--- src/rtl/exc_ctrl.sv ---
// Exception/interrupt sequencer: prioritises exceptions and unmasked IRQs, flushes the pipeline,
// captures EPC/cause, pulses exception/rfe to the status register and redirects fetch.
module exc_ctrl #(
  parameter int          N_IRQ     = 4,
  parameter int          FLUSH_CYC = 2,
  parameter logic [31:0] VEC_ADDR  = 32'h0000_0080
) (
  input  logic             clk,
  input  logic             rst,
  input  logic [N_IRQ-1:0] irq,
  input  logic             ill_inst,
  input  logic             syscall,
  input  logic             ovf,
  input  logic [31:0]      exc_pc,
  input  logic             rfe_req,
  input  logic             IE_c,
  input  logic             s_u_c,
  output logic             exception,
  output logic             rfe,
  output logic             flush,
  output logic             pc_load,
  output logic [31:0]      pc_target,
  output logic [31:0]      epc,
  output logic [4:0]       cause,
  output logic             busy,
  output logic [2:0]       state_dbg
);

  typedef enum logic [2:0] {
    S_IDLE    = 3'd0,
    S_FLUSH   = 3'd1,
    S_VECTOR  = 3'd2,
    S_HANDLER = 3'd3,
    S_RFE     = 3'd4
  } state_t;

  localparam logic [3:0] CNT_INIT = 4'(FLUSH_CYC - 1);

  state_t      state, state_d;
  logic [3:0]  cnt, cnt_d;
  logic [31:0] epc_d, pc_target_d;
  logic [4:0]  cause_d, ev_code, irq_code;
  logic        ev_valid, irq_any;
  logic        exception_d, rfe_d, flush_d, pc_load_d, busy_d;
  logic        s_u_unused;

  // Mode bit does not affect sequencing; user and supervisor syscalls are handled alike.
  assign s_u_unused = s_u_c;
  assign state_dbg  = state;

  // Lowest-numbered IRQ wins: scan from the top so the last hit is the lowest index.
  always_comb begin
    irq_code = 5'h10;
    for (int k = N_IRQ - 1; k >= 0; k--) begin
      if (irq[k]) irq_code = 5'(16 + k);
    end
    irq_any = |irq;
  end

  always_comb begin
    ev_valid = 1'b1;
    ev_code  = 5'h00;
    if (ill_inst)            ev_code = 5'h01;
    else if (syscall)        ev_code = 5'h02;
    else if (ovf)            ev_code = 5'h03;
    else if (IE_c && irq_any) ev_code = irq_code;
    else                     ev_valid = 1'b0;
  end

  // Handshake: every input is a level sampled on each rising edge; an event is taken in the
  // cycle it is seen in IDLE/HANDLER and ignored in every other state. Outputs are registered.
  always_ff @(posedge clk) begin
    if (rst) begin
      state     <= S_IDLE;
      cnt       <= 4'd0;
      epc       <= 32'd0;
      cause     <= 5'd0;
      exception <= 1'b0;
      rfe       <= 1'b0;
      flush     <= 1'b0;
      pc_load   <= 1'b0;
      pc_target <= 32'd0;
      busy      <= 1'b0;
    end else begin
      state     <= state_d;
      cnt       <= cnt_d;
      epc       <= epc_d;
      cause     <= cause_d;
      exception <= exception_d;
      rfe       <= rfe_d;
      flush     <= flush_d;
      pc_load   <= pc_load_d;
      pc_target <= pc_target_d;
      busy      <= busy_d;
    end
  end

  always_comb begin
    state_d = state;
    cnt_d   = cnt;
    epc_d   = epc;
    cause_d = cause;
    case (state)
      S_IDLE, S_HANDLER: begin
        if (ev_valid) begin
          state_d = S_FLUSH;
          cnt_d   = CNT_INIT;
          epc_d   = exc_pc;
          cause_d = ev_code;
        end else if (rfe_req && state == S_HANDLER) begin
          state_d = S_RFE;
        end
      end
      S_FLUSH: begin
        if (cnt == 4'd0) state_d = S_VECTOR;
        else             cnt_d   = cnt - 4'd1;
      end
      S_VECTOR: state_d = S_HANDLER;
      S_RFE:    state_d = S_IDLE;
      default:  state_d = S_IDLE;
    endcase
  end

  // Outputs are decoded from the next state so they line up with the state they describe.
  always_comb begin
    exception_d = (state_d == S_VECTOR);
    rfe_d       = (state_d == S_RFE);
    pc_load_d   = (state_d == S_VECTOR) || (state_d == S_RFE);
    flush_d     = (state_d == S_FLUSH) || pc_load_d;
    busy_d      = flush_d;
    pc_target_d = pc_target;
    if (state_d == S_VECTOR)   pc_target_d = VEC_ADDR;
    else if (state_d == S_RFE) pc_target_d = epc_d;
  end

endmodule
--- config.mk ---
export PLATFORM = sky130hd
export DESIGN_NAME = exc_ctrl
export DESIGN_NICKNAME = d
export VERILOG_FILES = /design/src/rtl/exc_ctrl.sv
export SDC_FILE = /design/constraint.sdc
export NUM_CORES = 1
export LEC_CHECK = 0
export CORE_ASPECT_RATIO = 1.5
export CORE_MARGIN = 2
export CORE_UTILIZATION = 44
export CTS_CLUSTER_SIZE = 28
export DETAILED_ROUTE_END_ITERATION = 10
export PLACE_DENSITY = 0.83
export REMOVE_ABC_BUFFERS = 1
export SKIP_CTS_REPAIR_TIMING = 1
export SLEW_MARGIN = 20
export SYNTH_ARGS = -nofsm -noshare
export SYNTH_HDL_FRONTEND = slang
export SYNTH_SLANG_ARGS = --single-unit
export TNS_END_PERCENT = 20
--- constraint.sdc ---
create_clock -name clk -period 2.5 [get_ports clk]
set_input_delay 0.625 -clock clk [delete_from_list [all_inputs] [get_ports clk]]
set_output_delay 0.625 -clock clk [all_outputs]
set_load 0.01 [all_outputs]
### After elaboration in Yosys (flattened, before gate mapping)

Cells that the tools add are included.

* add/subtract/negate cells: 1
* equality and inequality tests: 8
* mux-type cells: 23
* reduce and logical (&&, ||, !) cells: 13

Operators by type and width (count)
* two-way mux 32 bit: 2
* two-way mux 5 bit: 7
* two-way mux 8 bit: 2
* equality test 3 x 2 -> 1 bit, second input constant: 3
* two-way mux 3 bit: 3
* one-hot mux 3 bit (3 select lines): 1
* two-way mux 4 bit: 2
* one-hot mux 4 bit (2 select lines): 1
* equality test 3 x 1 -> 1 bit, second input constant: 2
* logical NOT 4 bit: 1
* two-way mux 1 bit: 4
* != test 2 bit, second input constant: 2
* nonzero test 2 bit: 2
* OR reduction 2 bit: 2
* OR reduction 4 bit: 1
* subtractor 4 x 1 -> 4 bit, second input constant: 1
* equality test 3 bit, second input constant: 1
* logical NOT 3 bit: 1
* AND reduction 3 bit: 1
* logical AND 1 bit: 2
* logical OR 1 bit: 2
* two-way mux 2 bit: 1
* AND reduction 2 bit: 1

* flip-flop bits (word level): 80
* bits of input ports: 44
* output and inout bits: 77

### Longest topological paths before layout

* depth in word-level cells: 11
* mapped depth: 7
* mapped depth without buffers: 6

### Least setup slack after synthesis

OpenSTA, ideal clock, no wires.

* kind: input port to flip-flop
* start point: input irq[0]
* end point: register cnt[2]
* arrival: 1.819 ns
* path slack: 0.558 ns
* cell stages on the path: 4
* path buffers: 0
* path through: o41ai_4 -> a221oi_1 -> o31ai_1 -> mux2_1

* cells in the longest elaborated chain, start to end: 8

RTL lines
* start, declared: RTL line 10 `input logic [N_IRQ-1:0] irq,`
* OR reduction 4 bit: RTL line 57 `irq_any = |irq;`
* logical AND 1 bit: RTL line 66 `else if (IE_c && irq_any) ev_code = irq_code;`
* two-way mux 1 bit: RTL line 66
* two-way mux 1 bit: RTL line 65 `else if (ovf) ev_code = 5'h03;`
* two-way mux 1 bit: RTL line 64 `else if (syscall) ev_code = 5'h02;`
* two-way mux 1 bit: RTL line 63 `if (ill_inst) ev_code = 5'h01;`
* != test 2 bit (no line)
* AND reduction 3 bit (no line)
* end signal, assigned: RTL line 86 `cnt <= cnt_d;`
* end, declared: RTL line 40 `logic [3:0] cnt, cnt_d;`

No other way between the ends.
A chain may end at the register's enable or synchronous reset.

### Worst setup path after layout

* start point: input irq[1]
* end point: register epc[11]

* cells in the longest elaborated chain, start to end: 8

RTL lines
* OR reduction 4 bit: RTL line 57
* logical AND 1 bit: RTL line 66
* two-way mux 1 bit: RTL line 66
* two-way mux 1 bit: RTL line 65
* two-way mux 1 bit: RTL line 64
* two-way mux 1 bit: RTL line 63
* two-way mux 32 bit: RTL line 105 `if (ev_valid) begin`
* two-way mux 32 bit: RTL line 103 `case (state)`
* end signal, assigned: RTL line 87 `epc <= epc_d;`
* end, declared: RTL line 23 `output logic [31:0] epc,`

No other way between the ends.

==> out/summary.txt <==
Grt total ovfl: 0
CTS tree: built
Cell count of the worst reg-to-reg path: 6
Beginning of the worst hold path: pc_target[0]
Seq pwr share: 35.0%
Switching Fraction: 34.4%
Status: finished, final reports clean
Setup TNS: 0 ns
Input/output buffers: 117
Antenna-violating nets left: 0
Comb power frac: 41.1%
Crit path kind: input port to flop
TritonCTS Buffers: 9
Synth Area in Adders: 0.394%
FF-to-FF Start: cnt[0]
Period utilization: 90.9%
Share of layout cells above drive strength 1: 14.3%
Setup violators final: 0
Placement Setup Slack: -0.161 ns
Clk pin slew, worst setup/hold paths: 0.08 ns
Max Fclk: 440 MHz
P&R area growth vs syn: 47.1%
Number of I/O pins: 121
Largest net degree at the start of global routing: 36
Final Util: 67.2%
Post-Synth XOR/XNOR Area: 0.276%
DRT Wirelength: 8390 um
Root Driver: clkbuf_8
Finished Cell Area: 4670 um2
ANT cells: 0
Average wire per standard cell: 14.8 um
RSZ-0062 raised after global routing: false
Crit path arrival time: 2.55 ns
DIE AREA: 7920 um2
CP Launch Type: input port
Gpl congestion: 0.809
Vias per cell: 5.14
Vias: 2909
Post-synthesis simple-gate area fraction: 22.4%
Max Transition Viols Final: 0
Final setup margin: 0.227 ns
DIE WIDTH: 73.3 um
Worst-skew pair later-pin latency: 0.35 ns
Mapped cell area: 3170 um2
Clock Power Share: 23.9%
Critical path peak fanout: 18
Cell-internal power: 3.25 mW
Die Ht: 108 um
Drt first pass iters: 4
Worst IR drop on VDD: 0.650 mV
Starting DRT DRC Count: 107
Vias in the first global route: 2854
Syn avg cell area: 8.62 um2
Final min period: 2.27 ns
CTS H-Tree Depth: 3
Relative slew slack: 64.9%
Crit. End Element: flop
Hold endpoint: pc_target[0]
Site Rows: 37
Core footprint: 6940 um2
Synthesized flop and latch total: 78
Post-synthesis compound-gate area fraction: 19.2%
R2r setup slk: 0.41 ns
FILL cells: 580
Post-synth top flop: dfxtp_1
Final #Nets: 528
# DRC: 0
Initial antenna violation count: 0
Clock Path Buffers: 2
Post-synthesis mux area share: 0.710%
Reg-to-Reg End: cnt[3]
Worst hold path stage count: 2
Most frequent cells in the layout: nand2_1, clkdlybuf4s50_1, dfxtp_1, a21oi_1, a21oi_2
Synth Warn #: 0
Sequential share of the synthesized area: 49.2%
Ys async rst share: 0%
Data required, critical path: 2.78 ns
Lkg Pwr: 1.71 nW
Worst clock skew: 0.00960 ns
Clk sinks: 78
Min-Delay Path Class: flop to flop
First-pass GRT wire length: 13400 um
Starting Density: 45.7%
Hold slack: 0.467 ns
Worst slew pin tran: 0.526 ns
Total track usage: 21.9%
Area of placed instances: 4410 um2
P_sw: 1.70 mW
Distinct cells, synth: 46
EDFF count, synth: 0
Most common cell after layout, fill and taps aside: nand2_1
Post-Syn Instances: 368
Largest family of logic cells by synthesized area: simple AND/OR/NAND/NOR gates
HPWL Detailed: 5940 um
Fin. Hold Viols: 0
Max-Cap Viols: 0
Power Dens Cells: 1060 nW/um2
[worst max-delay path: stages]
cell and delay [ns]:
clkdlybuf4s50_1 0.57, o41ai_4 0.13, buf_4 0.17, buf_4 0.13, a211oi_4 0.38, buf_4 0.32
nand2_1 0.09, a21oi_1 0.14
[flip-flops by register name, summed over array words and instances, names as in the netlist]
register,cells
exception,1
state_dbg,3
rfe,1
cause,3
pc_load,1
pc_target,32
busy,1
cnt,4
epc,32
[how the worst max path moves through the flow]
| stage | startpoint | endpoint | cells past startpoint |
|---|---|---|---|
| global route | irq[1] | epc[15] | 8 |
| CTS | irq[1] | epc[11] | 8 |
| finish | irq[1] | epc[11] | 8 |
| global placement | irq[0] | cnt[3] | 5 |
| detailed placement | irq[1] | epc[11] | 8 |
| floorplan | ill_inst | cause[1] | 4 |
[power by group through the flow]
stage               sequential, mW  clock, mW  combinational (mW)
floorplan                     1.84          0               0.865
global placement              1.75          0                2.01
detailed placement            1.76          0                2.04
CTS                           1.73       1.20                2.06
global route                  1.77       1.24                2.23
finish                        1.73       1.18                2.04
[cell usage after synthesis, types with 2 or more instances]
cell type  instances  area, um2
a211o_1            2       17.5
a211oi_1           3       22.5
a21oi_1           36        180
a21oi_2           30        263
and3_1             2       12.5
buf_12             3       60.1
buf_2              6       30.0
buf_4             10       75.1
buf_6              2       22.5
clkbuf_1           8       30.0
dfxtp_1           78       1560
inv_1              5       18.8
mux2_1             2       22.5
nand2_1          129        484
nor2_1             9       33.8
nor2b_1            2       12.5
nor3_1             9       45.0
nor3b_1            2       15.0
o21ai_0            2       10.0
o31ai_1            2       15.0
[routing by layer]
layer,vias to the layer above,GRT usage [%],wire length [um]
li1,1446,-,-
met1,1350,25.4,3260
met2,93,37.4,4400
met3,20,3.63,441
met4,0,12.3,293
met5,-,0,0
[cell type report]
cell class,instances,area [um2],share of cell area (%)
Sequential cell,78,1560,33.5
Multi-Input combinational cell,256,1390,29.7
Timing Repair Buffer,133,1350,28.9
Clock buffer,11,151,3.24
Clock inverter,5,104,2.23
Tap cell,78,97.6,2.09
Inverter,5,18.8,0.402
[stage by stage]
step	power [mW]	cells
6_report	4.95	566
5_1_grt	5.24	566
4_1_cts	4.98	566
3_5_place_dp	3.80	550
3_3_place_gp	3.76	550
2_1_floorplan	2.70	339
[cell families (layout without fill, tap and decap cells)]
group	after synthesis	count (layout)
and+or+nand+nor	166	166
AOI/OAI and AO/OA	84	84
DFF	78	78
buffers and inverters	35	154
muxes	2	2
adders and majority gates	1	1
other	1	2
xor gates and xnor gates	1	1
(Power assumes the default switching activity.)
